File: config.mk
export PLATFORM = sky130hd
export DESIGN_NAME = sv_tlb_flat
export DESIGN_NICKNAME = d
export VERILOG_FILES = /design/src/rtl/sv_tlb_if.sv /design/src/rtl/sv_tlb.sv /design/src/flat_wrapper.sv
export SDC_FILE = /design/constraint.sdc
export NUM_CORES = 1
export LEC_CHECK = 0
export ABC_AREA = 1
export BUFFER_PORTS_ARGS = -buffer_cell sky130_fd_sc_hd__buf_2
export CAP_MARGIN = 10
export CORE_UTILIZATION = 40
export DETAILED_ROUTE_END_ITERATION = 8
export SETUP_SLACK_MARGIN = 0.4
export SYNTH_ARGS = -nofsm -noshare
export SYNTH_HDL_FRONTEND = slang
export SYNTH_SLANG_ARGS = --single-unit
File: constraint.sdc
create_clock -name clk -period 3.5 [get_ports clk]
set_clock_uncertainty 0.15 [all_clocks]
set_input_delay 0.175 -clock clk [delete_from_list [all_inputs] [get_ports clk]]
set_output_delay 0.175 -clock clk [all_outputs]
set_load 0.005 [all_outputs]
File: src/rtl/sv_tlb_if.sv
`default_nettype none
// +--------------------------------------------------------------------+
// | sv_tlb_if : lookup / refill / flush / statistics bundle of sv_tlb   |
// | Revision  : 1.0                                                     |
// +--------------------------------------------------------------------+
interface sv_tlb_if #(
  parameter int VPN_BITS  = 20,
  parameter int PPN_BITS  = 20,
  parameter int ASID_BITS = 9,
  parameter int CNT_BITS  = 32
);
  logic                   lk_valid;
  logic [VPN_BITS+11:0]   lk_va;
  logic [ASID_BITS-1:0]   lk_asid;
  logic [1:0]             lk_acc;
  logic                   lk_user;
  logic                   lk_sum;

  logic                   rsp_valid;
  logic                   rsp_hit;
  logic                   rsp_fault;
  logic [PPN_BITS+11:0]   rsp_pa;

  logic                   fill_valid;
  logic [VPN_BITS-1:0]    fill_vpn;
  logic [PPN_BITS-1:0]    fill_ppn;
  logic [ASID_BITS-1:0]   fill_asid;
  logic [5:0]             fill_perm;

  logic                   flush_valid;
  logic                   flush_va_en;
  logic [VPN_BITS-1:0]    flush_vpn;
  logic                   flush_asid_en;
  logic [ASID_BITS-1:0]   flush_asid;

  logic [CNT_BITS-1:0]    hit_cnt;
  logic [CNT_BITS-1:0]    miss_cnt;

  modport master (
    output lk_valid, lk_va, lk_asid, lk_acc, lk_user, lk_sum,
    output fill_valid, fill_vpn, fill_ppn, fill_asid, fill_perm,
    output flush_valid, flush_va_en, flush_vpn, flush_asid_en, flush_asid,
    input  rsp_valid, rsp_hit, rsp_fault, rsp_pa, hit_cnt, miss_cnt
  );

  modport slave (
    input  lk_valid, lk_va, lk_asid, lk_acc, lk_user, lk_sum,
    input  fill_valid, fill_vpn, fill_ppn, fill_asid, fill_perm,
    input  flush_valid, flush_va_en, flush_vpn, flush_asid_en, flush_asid,
    output rsp_valid, rsp_hit, rsp_fault, rsp_pa, hit_cnt, miss_cnt
  );
endinterface
`default_nettype wire

File: src/rtl/sv_tlb.sv
`default_nettype none
// +--------------------------------------------------------------------+
// | sv_tlb : fully-associative Sv32 TLB, 1-cycle registered lookup      |
// | Revision  : 1.0                                                     |
// +--------------------------------------------------------------------+
module sv_tlb #(
  parameter int TLB_ENTRIES = 8,
  parameter int VPN_BITS    = 20,
  parameter int PPN_BITS    = 20,
  parameter int ASID_BITS   = 9,
  parameter int CNT_BITS    = 32
) (
  input wire logic clk,
  input wire logic reset,
  sv_tlb_if.slave  bus
);
  localparam int c_idx_w  = $clog2(TLB_ENTRIES);
  localparam int c_pa_w   = PPN_BITS + 12;
  localparam int c_p_r    = 0;
  localparam int c_p_w    = 1;
  localparam int c_p_x    = 2;
  localparam int c_p_u    = 3;
  localparam int c_p_g    = 4;
  localparam int c_p_mega = 5;

  logic [TLB_ENTRIES-1:0] r_valid;
  logic [VPN_BITS-1:0]    r_vpn  [TLB_ENTRIES];
  logic [PPN_BITS-1:0]    r_ppn  [TLB_ENTRIES];
  logic [ASID_BITS-1:0]   r_asid [TLB_ENTRIES];
  logic [5:0]             r_perm [TLB_ENTRIES];
  logic [c_idx_w-1:0]     r_rr;

  logic                   r_rsp_valid;
  logic                   r_rsp_hit;
  logic                   r_rsp_fault;
  logic [c_pa_w-1:0]      r_rsp_pa;
  logic [CNT_BITS-1:0]    r_hit_cnt;
  logic [CNT_BITS-1:0]    r_miss_cnt;

  logic [TLB_ENTRIES-1:0] w_lk_match;
  logic [TLB_ENTRIES-1:0] w_flush_kill;
  logic [TLB_ENTRIES-1:0] w_valid_post;
  logic [TLB_ENTRIES-1:0] w_fill_same;

  generate
    for (genvar gi = 0; gi < TLB_ENTRIES; gi++) begin : g_entry
      logic w_mega;
      logic w_lk_va_eq;
      logic w_fl_va_eq;
      assign w_mega     = r_perm[gi][c_p_mega];
      assign w_lk_va_eq = w_mega ? (r_vpn[gi][VPN_BITS-1:10] == bus.lk_va[VPN_BITS+11:22])
                                 : (r_vpn[gi] == bus.lk_va[VPN_BITS+11:12]);
      assign w_fl_va_eq = w_mega ? (r_vpn[gi][VPN_BITS-1:10] == bus.flush_vpn[VPN_BITS-1:10])
                                 : (r_vpn[gi] == bus.flush_vpn);
      assign w_lk_match[gi] = r_valid[gi] && w_lk_va_eq &&
                              (r_perm[gi][c_p_g] || (r_asid[gi] == bus.lk_asid));
      assign w_flush_kill[gi] = bus.flush_valid && r_valid[gi] &&
                                (!bus.flush_va_en || w_fl_va_eq) &&
                                (!bus.flush_asid_en ||
                                 ((r_asid[gi] == bus.flush_asid) && !r_perm[gi][c_p_g]));
      assign w_valid_post[gi] = r_valid[gi] && !w_flush_kill[gi];
      // Refill target search sees the table as it stands after any same-cycle flush.
      assign w_fill_same[gi] = w_valid_post[gi] && (r_vpn[gi] == bus.fill_vpn) &&
                               (w_mega == bus.fill_perm[c_p_mega]) &&
                               (r_perm[gi][c_p_g] || (r_asid[gi] == bus.fill_asid));
    end
  endgenerate

  logic               w_lk_hit;
  logic [c_idx_w-1:0] w_lk_idx;
  logic               w_same_hit;
  logic [c_idx_w-1:0] w_same_idx;
  logic               w_free_hit;
  logic [c_idx_w-1:0] w_free_idx;

  always_comb begin
    w_lk_hit   = 1'b0;
    w_lk_idx   = '0;
    w_same_hit = 1'b0;
    w_same_idx = '0;
    w_free_hit = 1'b0;
    w_free_idx = '0;
    for (int i = TLB_ENTRIES - 1; i >= 0; i--) begin
      if (w_lk_match[i]) begin
        w_lk_hit = 1'b1;
        w_lk_idx = c_idx_w'(i);
      end
      if (w_fill_same[i]) begin
        w_same_hit = 1'b1;
        w_same_idx = c_idx_w'(i);
      end
      if (!w_valid_post[i]) begin
        w_free_hit = 1'b1;
        w_free_idx = c_idx_w'(i);
      end
    end
  end

  logic [c_idx_w-1:0] w_fill_idx;
  logic               w_evict;

  always_comb begin
    w_evict    = 1'b0;
    w_fill_idx = r_rr;
    if (w_same_hit) begin
      w_fill_idx = w_same_idx;
    end else if (w_free_hit) begin
      w_fill_idx = w_free_idx;
    end else begin
      w_evict = 1'b1;
    end
  end

  logic [5:0]          w_sel_perm;
  logic [PPN_BITS-1:0] w_sel_ppn;
  logic                w_acc_ok;
  logic                w_fault;
  logic [c_pa_w-1:0]   w_pa;

  assign w_sel_perm = r_perm[w_lk_idx];
  assign w_sel_ppn  = r_ppn[w_lk_idx];

  always_comb begin
    case (bus.lk_acc)
      2'b00:   w_acc_ok = w_sel_perm[c_p_r];
      2'b01:   w_acc_ok = w_sel_perm[c_p_w];
      default: w_acc_ok = w_sel_perm[c_p_x];
    endcase
  end

  // Supervisor may touch U pages only for data and only with SUM set.
  assign w_fault = !w_acc_ok ||
                   (bus.lk_user && !w_sel_perm[c_p_u]) ||
                   (!bus.lk_user && w_sel_perm[c_p_u] && (bus.lk_acc[1] || !bus.lk_sum));

  assign w_pa = w_sel_perm[c_p_mega] ? {w_sel_ppn[PPN_BITS-1:10], bus.lk_va[21:0]}
                                     : {w_sel_ppn, bus.lk_va[11:0]};

  always_ff @(posedge clk) begin
    if (!reset) begin
      r_valid <= '0;
      r_rr    <= '0;
    end else begin
      r_valid <= w_valid_post;
      if (bus.fill_valid) begin
        r_valid[w_fill_idx] <= 1'b1;
        r_vpn[w_fill_idx]   <= bus.fill_vpn;
        r_ppn[w_fill_idx]   <= bus.fill_ppn;
        r_asid[w_fill_idx]  <= bus.fill_asid;
        r_perm[w_fill_idx]  <= bus.fill_perm;
        if (w_evict) begin
          r_rr <= r_rr + c_idx_w'(1);
        end
      end
    end
  end

  always_ff @(posedge clk) begin
    if (!reset) begin
      r_rsp_valid <= 1'b0;
      r_rsp_hit   <= 1'b0;
      r_rsp_fault <= 1'b0;
      r_rsp_pa    <= '0;
      r_hit_cnt   <= '0;
      r_miss_cnt  <= '0;
    end else begin
      r_rsp_valid <= bus.lk_valid;
      r_rsp_hit   <= bus.lk_valid && w_lk_hit;
      r_rsp_fault <= bus.lk_valid && w_lk_hit && w_fault;
      r_rsp_pa    <= (bus.lk_valid && w_lk_hit) ? w_pa : '0;
      if (bus.lk_valid) begin
        if (w_lk_hit) begin
          if (r_hit_cnt != '1) r_hit_cnt <= r_hit_cnt + CNT_BITS'(1);
        end else begin
          if (r_miss_cnt != '1) r_miss_cnt <= r_miss_cnt + CNT_BITS'(1);
        end
      end
    end
  end

  assign bus.rsp_valid = r_rsp_valid;
  assign bus.rsp_hit   = r_rsp_hit;
  assign bus.rsp_fault = r_rsp_fault;
  assign bus.rsp_pa    = r_rsp_pa;
  assign bus.hit_cnt   = r_hit_cnt;
  assign bus.miss_cnt  = r_miss_cnt;
endmodule
`default_nettype wire
File: src/flat_wrapper.sv
// flat-port wrapper written by rule: the top's interface ports become plain ports
module sv_tlb_flat 
#(
  parameter int TLB_ENTRIES = 8,
  parameter int VPN_BITS    = 20,
  parameter int PPN_BITS    = 20,
  parameter int ASID_BITS   = 9,
  parameter int CNT_BITS    = 32
)
  (clk, reset, bus_lk_valid, bus_lk_va, bus_lk_asid, bus_lk_acc, bus_lk_user, bus_lk_sum, bus_fill_valid, bus_fill_vpn, bus_fill_ppn, bus_fill_asid, bus_fill_perm, bus_flush_valid, bus_flush_va_en, bus_flush_vpn, bus_flush_asid_en, bus_flush_asid, bus_rsp_valid, bus_rsp_hit, bus_rsp_fault, bus_rsp_pa, bus_hit_cnt, bus_miss_cnt);
  sv_tlb_if #(.VPN_BITS(VPN_BITS), .PPN_BITS(PPN_BITS), .ASID_BITS(ASID_BITS), .CNT_BITS(CNT_BITS)) bus_i ();
  input wire logic clk;
  input wire logic reset;
  input wire logic [$bits(bus_i.lk_valid)-1:0] bus_lk_valid;
  input wire logic [$bits(bus_i.lk_va)-1:0] bus_lk_va;
  input wire logic [$bits(bus_i.lk_asid)-1:0] bus_lk_asid;
  input wire logic [$bits(bus_i.lk_acc)-1:0] bus_lk_acc;
  input wire logic [$bits(bus_i.lk_user)-1:0] bus_lk_user;
  input wire logic [$bits(bus_i.lk_sum)-1:0] bus_lk_sum;
  input wire logic [$bits(bus_i.fill_valid)-1:0] bus_fill_valid;
  input wire logic [$bits(bus_i.fill_vpn)-1:0] bus_fill_vpn;
  input wire logic [$bits(bus_i.fill_ppn)-1:0] bus_fill_ppn;
  input wire logic [$bits(bus_i.fill_asid)-1:0] bus_fill_asid;
  input wire logic [$bits(bus_i.fill_perm)-1:0] bus_fill_perm;
  input wire logic [$bits(bus_i.flush_valid)-1:0] bus_flush_valid;
  input wire logic [$bits(bus_i.flush_va_en)-1:0] bus_flush_va_en;
  input wire logic [$bits(bus_i.flush_vpn)-1:0] bus_flush_vpn;
  input wire logic [$bits(bus_i.flush_asid_en)-1:0] bus_flush_asid_en;
  input wire logic [$bits(bus_i.flush_asid)-1:0] bus_flush_asid;
  output wire logic [$bits(bus_i.rsp_valid)-1:0] bus_rsp_valid;
  output wire logic [$bits(bus_i.rsp_hit)-1:0] bus_rsp_hit;
  output wire logic [$bits(bus_i.rsp_fault)-1:0] bus_rsp_fault;
  output wire logic [$bits(bus_i.rsp_pa)-1:0] bus_rsp_pa;
  output wire logic [$bits(bus_i.hit_cnt)-1:0] bus_hit_cnt;
  output wire logic [$bits(bus_i.miss_cnt)-1:0] bus_miss_cnt;
  assign bus_i.lk_valid = bus_lk_valid;
  assign bus_i.lk_va = bus_lk_va;
  assign bus_i.lk_asid = bus_lk_asid;
  assign bus_i.lk_acc = bus_lk_acc;
  assign bus_i.lk_user = bus_lk_user;
  assign bus_i.lk_sum = bus_lk_sum;
  assign bus_i.fill_valid = bus_fill_valid;
  assign bus_i.fill_vpn = bus_fill_vpn;
  assign bus_i.fill_ppn = bus_fill_ppn;
  assign bus_i.fill_asid = bus_fill_asid;
  assign bus_i.fill_perm = bus_fill_perm;
  assign bus_i.flush_valid = bus_flush_valid;
  assign bus_i.flush_va_en = bus_flush_va_en;
  assign bus_i.flush_vpn = bus_flush_vpn;
  assign bus_i.flush_asid_en = bus_flush_asid_en;
  assign bus_i.flush_asid = bus_flush_asid;
  assign bus_rsp_valid = bus_i.rsp_valid;
  assign bus_rsp_hit = bus_i.rsp_hit;
  assign bus_rsp_fault = bus_i.rsp_fault;
  assign bus_rsp_pa = bus_i.rsp_pa;
  assign bus_hit_cnt = bus_i.hit_cnt;
  assign bus_miss_cnt = bus_i.miss_cnt;
  sv_tlb #(.TLB_ENTRIES(TLB_ENTRIES), .VPN_BITS(VPN_BITS), .PPN_BITS(PPN_BITS), .ASID_BITS(ASID_BITS), .CNT_BITS(CNT_BITS)) u_core (.clk(clk), .reset(reset), .bus(bus_i));
endmodule
== Word level (Yosys, flattened, before mapping) ==
Memory sizes are Yosys's and may differ from the RTL's.
Index checks and enable logic that the tools add are counted.

* $add $sub $neg: 3
* Bitwise operators: 2
* Equal/unequal tests: 75
* Magnitude comparators: 2
* Shift-type cells: 0
* Divide/modulo/power cells: 0
* Multipliers: 0
* Multiplexer cells: 76
* Reduce and logical (&&, ||, !) cells: 148

{| class="wikitable"
|+ Operators by type and width
! kind !! number
|-
| $eq A20 B20 Y1 || 24
|-
| $eq A9 B9 Y1 || 24
|-
| $eq A10 B10 Y1 || 16
|-
| $logic_and A1 B1 Y1 || 86
|-
| $mux W3 || 26
|-
| $add A32 B1 Y32 const B || 2
|-
| $ne A32 B32 Y1 const B || 2
|-
| $mux W1 || 46
|-
| $logic_or A1 B1 Y1 || 35
|-
| $logic_not A1 Y1 || 22
|-
| $mux W22 || 1
|-
| $eq A1 B1 Y1 || 8
|-
| $mux W8 || 1
|-
| $or A8 B8 Y8 || 1
|-
| $reduce_and A3 Y1 || 2
|-
| $lt A3 B4 Y1 const B || 1
|-
| $reduce_and A2 Y1 || 2
|-
| $add A3 B1 Y3 const B || 1
|-
| $demux W1 S3 || 1
|-
| $ge A3 B1 Y1 const B || 1
|-
| $eq A2 B1 Y1 const B || 1
|-
| $logic_not A2 Y1 || 1
|-
| $pmux W1 S2 || 1
|-
| $not A1 Y1 || 1
|}

* Memories: 4
* Bits in writable memories: 440
* ROM bits: 0
* Register bits after elaboration: 110
* Bits in latches: 0

{| class="wikitable"
|+ Memories
! memory !! words !! bits a word !! rd ports !! clocked after memory_dff !! wr ports !! line !! source
|-
| u_core.r_ppn || 8 || 20 || 1 || 0 || 1 || sv_tlb.sv:28 || <nowiki>logic [PPN_BITS-1:0] r_ppn [TLB_ENTRIES];</nowiki>
|-
| u_core.r_vpn || 8 || 20 || 8 || 0 || 1 || sv_tlb.sv:27 || <nowiki>logic [VPN_BITS-1:0] r_vpn [TLB_ENTRIES];</nowiki>
|-
| u_core.r_asid || 8 || 9 || 8 || 0 || 1 || sv_tlb.sv:29 || <nowiki>logic [ASID_BITS-1:0] r_asid [TLB_ENTRIES];</nowiki>
|-
| u_core.r_perm || 8 || 6 || 9 || 0 || 1 || sv_tlb.sv:30 || <nowiki>logic [5:0] r_perm [TLB_ENTRIES];</nowiki>
|}

== Depth between registers and ports, before layout ==
* Depth after elaboration: 25
* Mapped depth: 25
* Mapped depth without buffers: 24

== Worst setup path after synthesis ==
No wires, ideal clock.

* Path kind: flip-flop to flip-flop
* Start: memory u_core.r_asid[4][3]
* End: memory u_core.r_asid[0][0] (enable)
* Path slack: -0.197 ns
* Cell stages (with the launch flop): 20
* Clock period less this slack: 3.697 ns
* Buffers on the path: 0
* Arrival time: 3.138 ns
* Cells stage by stage: edfxtp_1 -> nand2_1 -> o21ai_0 -> nor4_1 -> nand2_1 -> nor2_1 -> nor2_1 -> nor2_1 -> nand2_1 -> nand2_1 -> inv_2 -> nand2_1 -> nand2_1 -> nor2_1 -> nand2_1 -> a31oi_1 -> nand2_1 -> nand2_1 -> nand2_1 -> inv_1

{| class="wikitable"
|+ RTL lines
! what !! line
|-
| start, declared || sv_tlb.sv:29
|}

==> results.sh <==
export IMPL_ys_seq_area_share_pct=48.55
export IMPL_final_area_mm2=0.04330
export IMPL_fin_setup_tns_ns=-106.55
export IMPL_end_kind="flip-flop"
export IMPL_maxCapViolations=0
export IMPL_synth_warnings=0
export IMPL_remaining_drc_errors=0
export IMPL_crit_path_cell_trace="xnor2_2 -> buf_4 -> nand4_1 -> nor4_2 -> nand4_1 -> a21oi_2 -> nand3_2 -> nand2_2 -> nor2_2 -> nand2_2 -> buf_4 -> nand2_2 -> buf_4 -> nand2_8 -> nand2_4 -> clkinvlp_4 -> buf_12 -> clkbuf_16"
export IMPL_cp_data_arrival_time_ns=3.98
export IMPL_violations="setup timing"
export IMPL_ys_types=60
export IMPL_portBuffers=234
export IMPL_setup_violations=441
export IMPL_cp_depth=18
export IMPL_via_count=31820
export IMPL_post_synth_top_count_cell="nand2_1"
export IMPL_maxSlewHeadroom_pct=36.20
export IMPL_cpMaxStageDelayCell="edfxtp_1"
export IMPL_drive_above_1_share_pct=25.13
export IMPL_synthArstFlopShare_pct=0
export IMPL_synth_common_cells="nand2_1, inv_1, edfxtp_1"
export IMPL_crit_type="flip-flop to flip-flop"
export IMPL_via_per_inst=5.527
export IMPL_wl_per_cell_um=25.34
export IMPL_rr_worst_depth=18
export IMPL_die_area_mm2=0.08051
export IMPL_clkTransAtPathRegs_ns=0.06
export IMPL_grt_usage_pct=35.18
export IMPL_overflow=0
export IMPL_cp_slowest_stage_delay_ns=0.43
export IMPL_avgSynthCellArea_um2=8.549
export IMPL_clk_path_buf_depth=3
export IMPL_grt_pass1_wl_mm=207.5
export IMPL_powerDensity_mw_per_mm2=372.3
export IMPL_synth_edff_count=440
export IMPL_whs_path_depth=2
export IMPL_grt_pass1_vias=30510
export IMPL_htreeDepth=3
export IMPL_ys_seq_elements=550
export IMPL_initial_core_util_pct=40.72
export IMPL_fin_nets=4796
export IMPL_cts_inserted_buffers=69
export IMPL_fp_dieW_um=283.7
export IMPL_tritoncts="yes"
export IMPL_period_minus_slack_ns=3.816
export IMPL_wirelength_mm=145.9
export IMPL_dr_pass1_iters=5
export IMPL_core_area_mm2=0.07798
export IMPL_synth_top_area_cell="edfxtp_1"
export IMPL_synth_top_area_share_pct=41.61
export IMPL_fp_dieH_um=283.7
export IMPL_placement_rows=102
export IMPL_ir_worst_vdd_uv=370.2
export IMPL_finalPower_mw=16.12
export IMPL_place_hpwl_mm=108.6
export IMPL_nFillCells=7171
export IMPL_synthTopCellsByArea="edfxtp_1, nand2_1, dfxtp_1"
export IMPL_post_route_period_util_pct=109.0
export IMPL_fmaxAchievable_mhz=262.1
export IMPL_syn_area_mm2=0.03175
export IMPL_area_growth_pct=36.38
export IMPL_yosys_most_used_dff="edfxtp_1"
export IMPL_rsz0062_at_grt="true"
export IMPL_required_ns=3.67
export IMPL_power_leakage_nw=18.15
export IMPL_dpl_cell_area_mm2=0.03907
export IMPL_syn_inst=3714
export IMPL_io_pins=235
export IMPL_cp_top_family="simple AND/OR/NAND/NOR gates"
export IMPL_outcome="finished with violations"
export IMPL_clkLatencyLatePin_ns=0.62
export IMPL_mappedNetlistNets=3853
export IMPL_final_antenna_net_count=0
export IMPL_hold_class="input pin to flip-flop"
export IMPL_grt_antenna_before_repair=7
export IMPL_tightestPinTransition_ns=0.9560
export IMPL_drv_slew=0
export IMPL_startpoint_type="flip-flop"
export IMPL_drt_initial_drc_count=3715
export IMPL_crit_fanout=8
export IMPL_setup_slack_ns=-0.3159
export IMPL_cts_sinks=550
export IMPL_cts_root_buf="clkbuf_16"
export IMPL_final_hold_viol_count=0
export IMPL_gp_congestion=1.074
export IMPL_cp_buffers_inverters=6
export IMPL_grt_max_degree=28
==> layout by cell type (no fill, tap or decap), types with 13 or more instances in the layout <==
| cell type | count |
|---|---|
| nand3b_1 | 16 |
| o21ai_0 | 106 |
| inv_1 | 431 |
| dlygate4sd3_1 | 89 |
| o211ai_1 | 20 |
| buf_12 | 57 |
| nor2_1 | 300 |
| nand3_1 | 159 |
| a21oi_1 | 135 |
| clkbuf_16 | 78 |
| xnor2_1 | 167 |
| o21ai_1 | 64 |
| clkbuf_1 | 18 |
| dfxtp_1 | 110 |
| nor4_1 | 53 |
| nand3_2 | 21 |
| nand2_2 | 17 |
| o22ai_1 | 111 |
| xor2_1 | 191 |
| a21oi_2 | 13 |
| buf_2 | 234 |
| nor3_1 | 99 |
| nand4_1 | 140 |
| edfxtp_1 | 440 |
| inv_2 | 29 |
| buf_4 | 611 |
| a221oi_1 | 28 |
| nand2_1 | 758 |
==> state kept, by name, summed over array words and instances, names as in the netlist <==
name and cells:
u_core.bus.rsp_hit 1, u_core.r_ppn 160, u_core.bus.rsp_valid 1, u_core.r_valid 8, u_core.bus.rsp_fault 1, u_core.bus.hit_cnt 32, u_core.bus.miss_cnt 32, u_core.r_asid 72
u_core.r_vpn 160, u_core.r_perm 48, u_core.bus.rsp_pa 32, u_core.r_rr 3
==> per-stage QoR <==
stage | cells | worst slack, ns | util (%) | hold WS, ns
floorplan | 3714 | 0.1980 | - | 0.1239
global placement | 5494 | -0.4515 | 50.11 | 0.2373
detailed placement | 5494 | -0.4471 | 50.11 | 0.2443
CTS | 5730 | -0.2363 | 54.86 | 0.01090
global route | 5756 | -0.3953 | 55.53 | 0.02592
finish | 5757 | -0.3159 | 55.53 | 0.03361
==> final timing paths <==
check | to | start | slack [ns]
max | u_core.r_vpn[2][17] | u_core.r_vpn[2][3] | -0.32
min reg2reg | u_core.bus.miss_cnt[31] | u_core.bus.miss_cnt[31] | 0.33
min | u_core.r_vpn[5][9] | bus_fill_vpn[9] | 0.03
max reg2reg | u_core.r_vpn[2][17] | u_core.r_vpn[2][3] | -0.32
==> routing by layer <==
layer | vias to the layer above | part of all wire (%) | track usage [%] | wire [µm]
li1 | 14570 | - | - | -
met1 | 15160 | 40 | 46.48 | 58710
met2 | 1690 | 45 | 55.17 | 65210
met3 | 401 | 9.0 | 5.949 | 13130
met4 | 2 | 6.1 | 18.61 | 8835
met5 | - | 0.0089 | 0 | 13
==> cells by family after synthesis <==
logic type                 share of synthesized area, %
AOI/OAI and AO/OA                                 10.22
DFF                                               48.55
adders and majority gates                        0.1182
xor gates and xnor gates                          10.04
buffers and inverters                             7.964
and+or+nand+nor                                   23.11
==> worst register-to-register path, delay by kind of cell (launching register included) <==
family	cells	cell delay [ns]
compound gates	1	0.26
buf+inv	6	0.96
simple gates	10	1.44
flops	1	0.43
xor+xnor	1	0.27
==> report_power, final <==
part	internal [mW]	leakage [nW]	switching (mW)
Combinational	0.718	12.2	1.16
Clock	4.10	1.08	2.96
Sequential	7.13	4.86	0.0543
==> area by class of cell <==
class	instances	area (µm²)	share of cell area, %
Sequential cell	550	15410	35.60
Multi-Input combinational cell	2546	14230	32.86
Timing Repair Buffer	1015	8305	19.18
Clock buffer	96	1929	4.456
Inverter	475	1818	4.199
Tap cell	1040	1301	3.005
Clock inverter	29	286.5	0.6617
Antenna cell	6	15.01	0.03468
==> repair_timing <==
| item | 4_1_cts | 5_1_grt |
|---|---|---|
| resized for setup | 55 | 42 |
| setup buffers | 15 | 12 |
| pin swaps | 14 | 16 |
| gates cloned | 6 | 9 |
| endpoints found under the setup margin | 526 | 535 |
| hold endpoints to repair | 424 | 0 |
| hold buffers | 90 | 0 |
(Power assumes the default switching activity.)
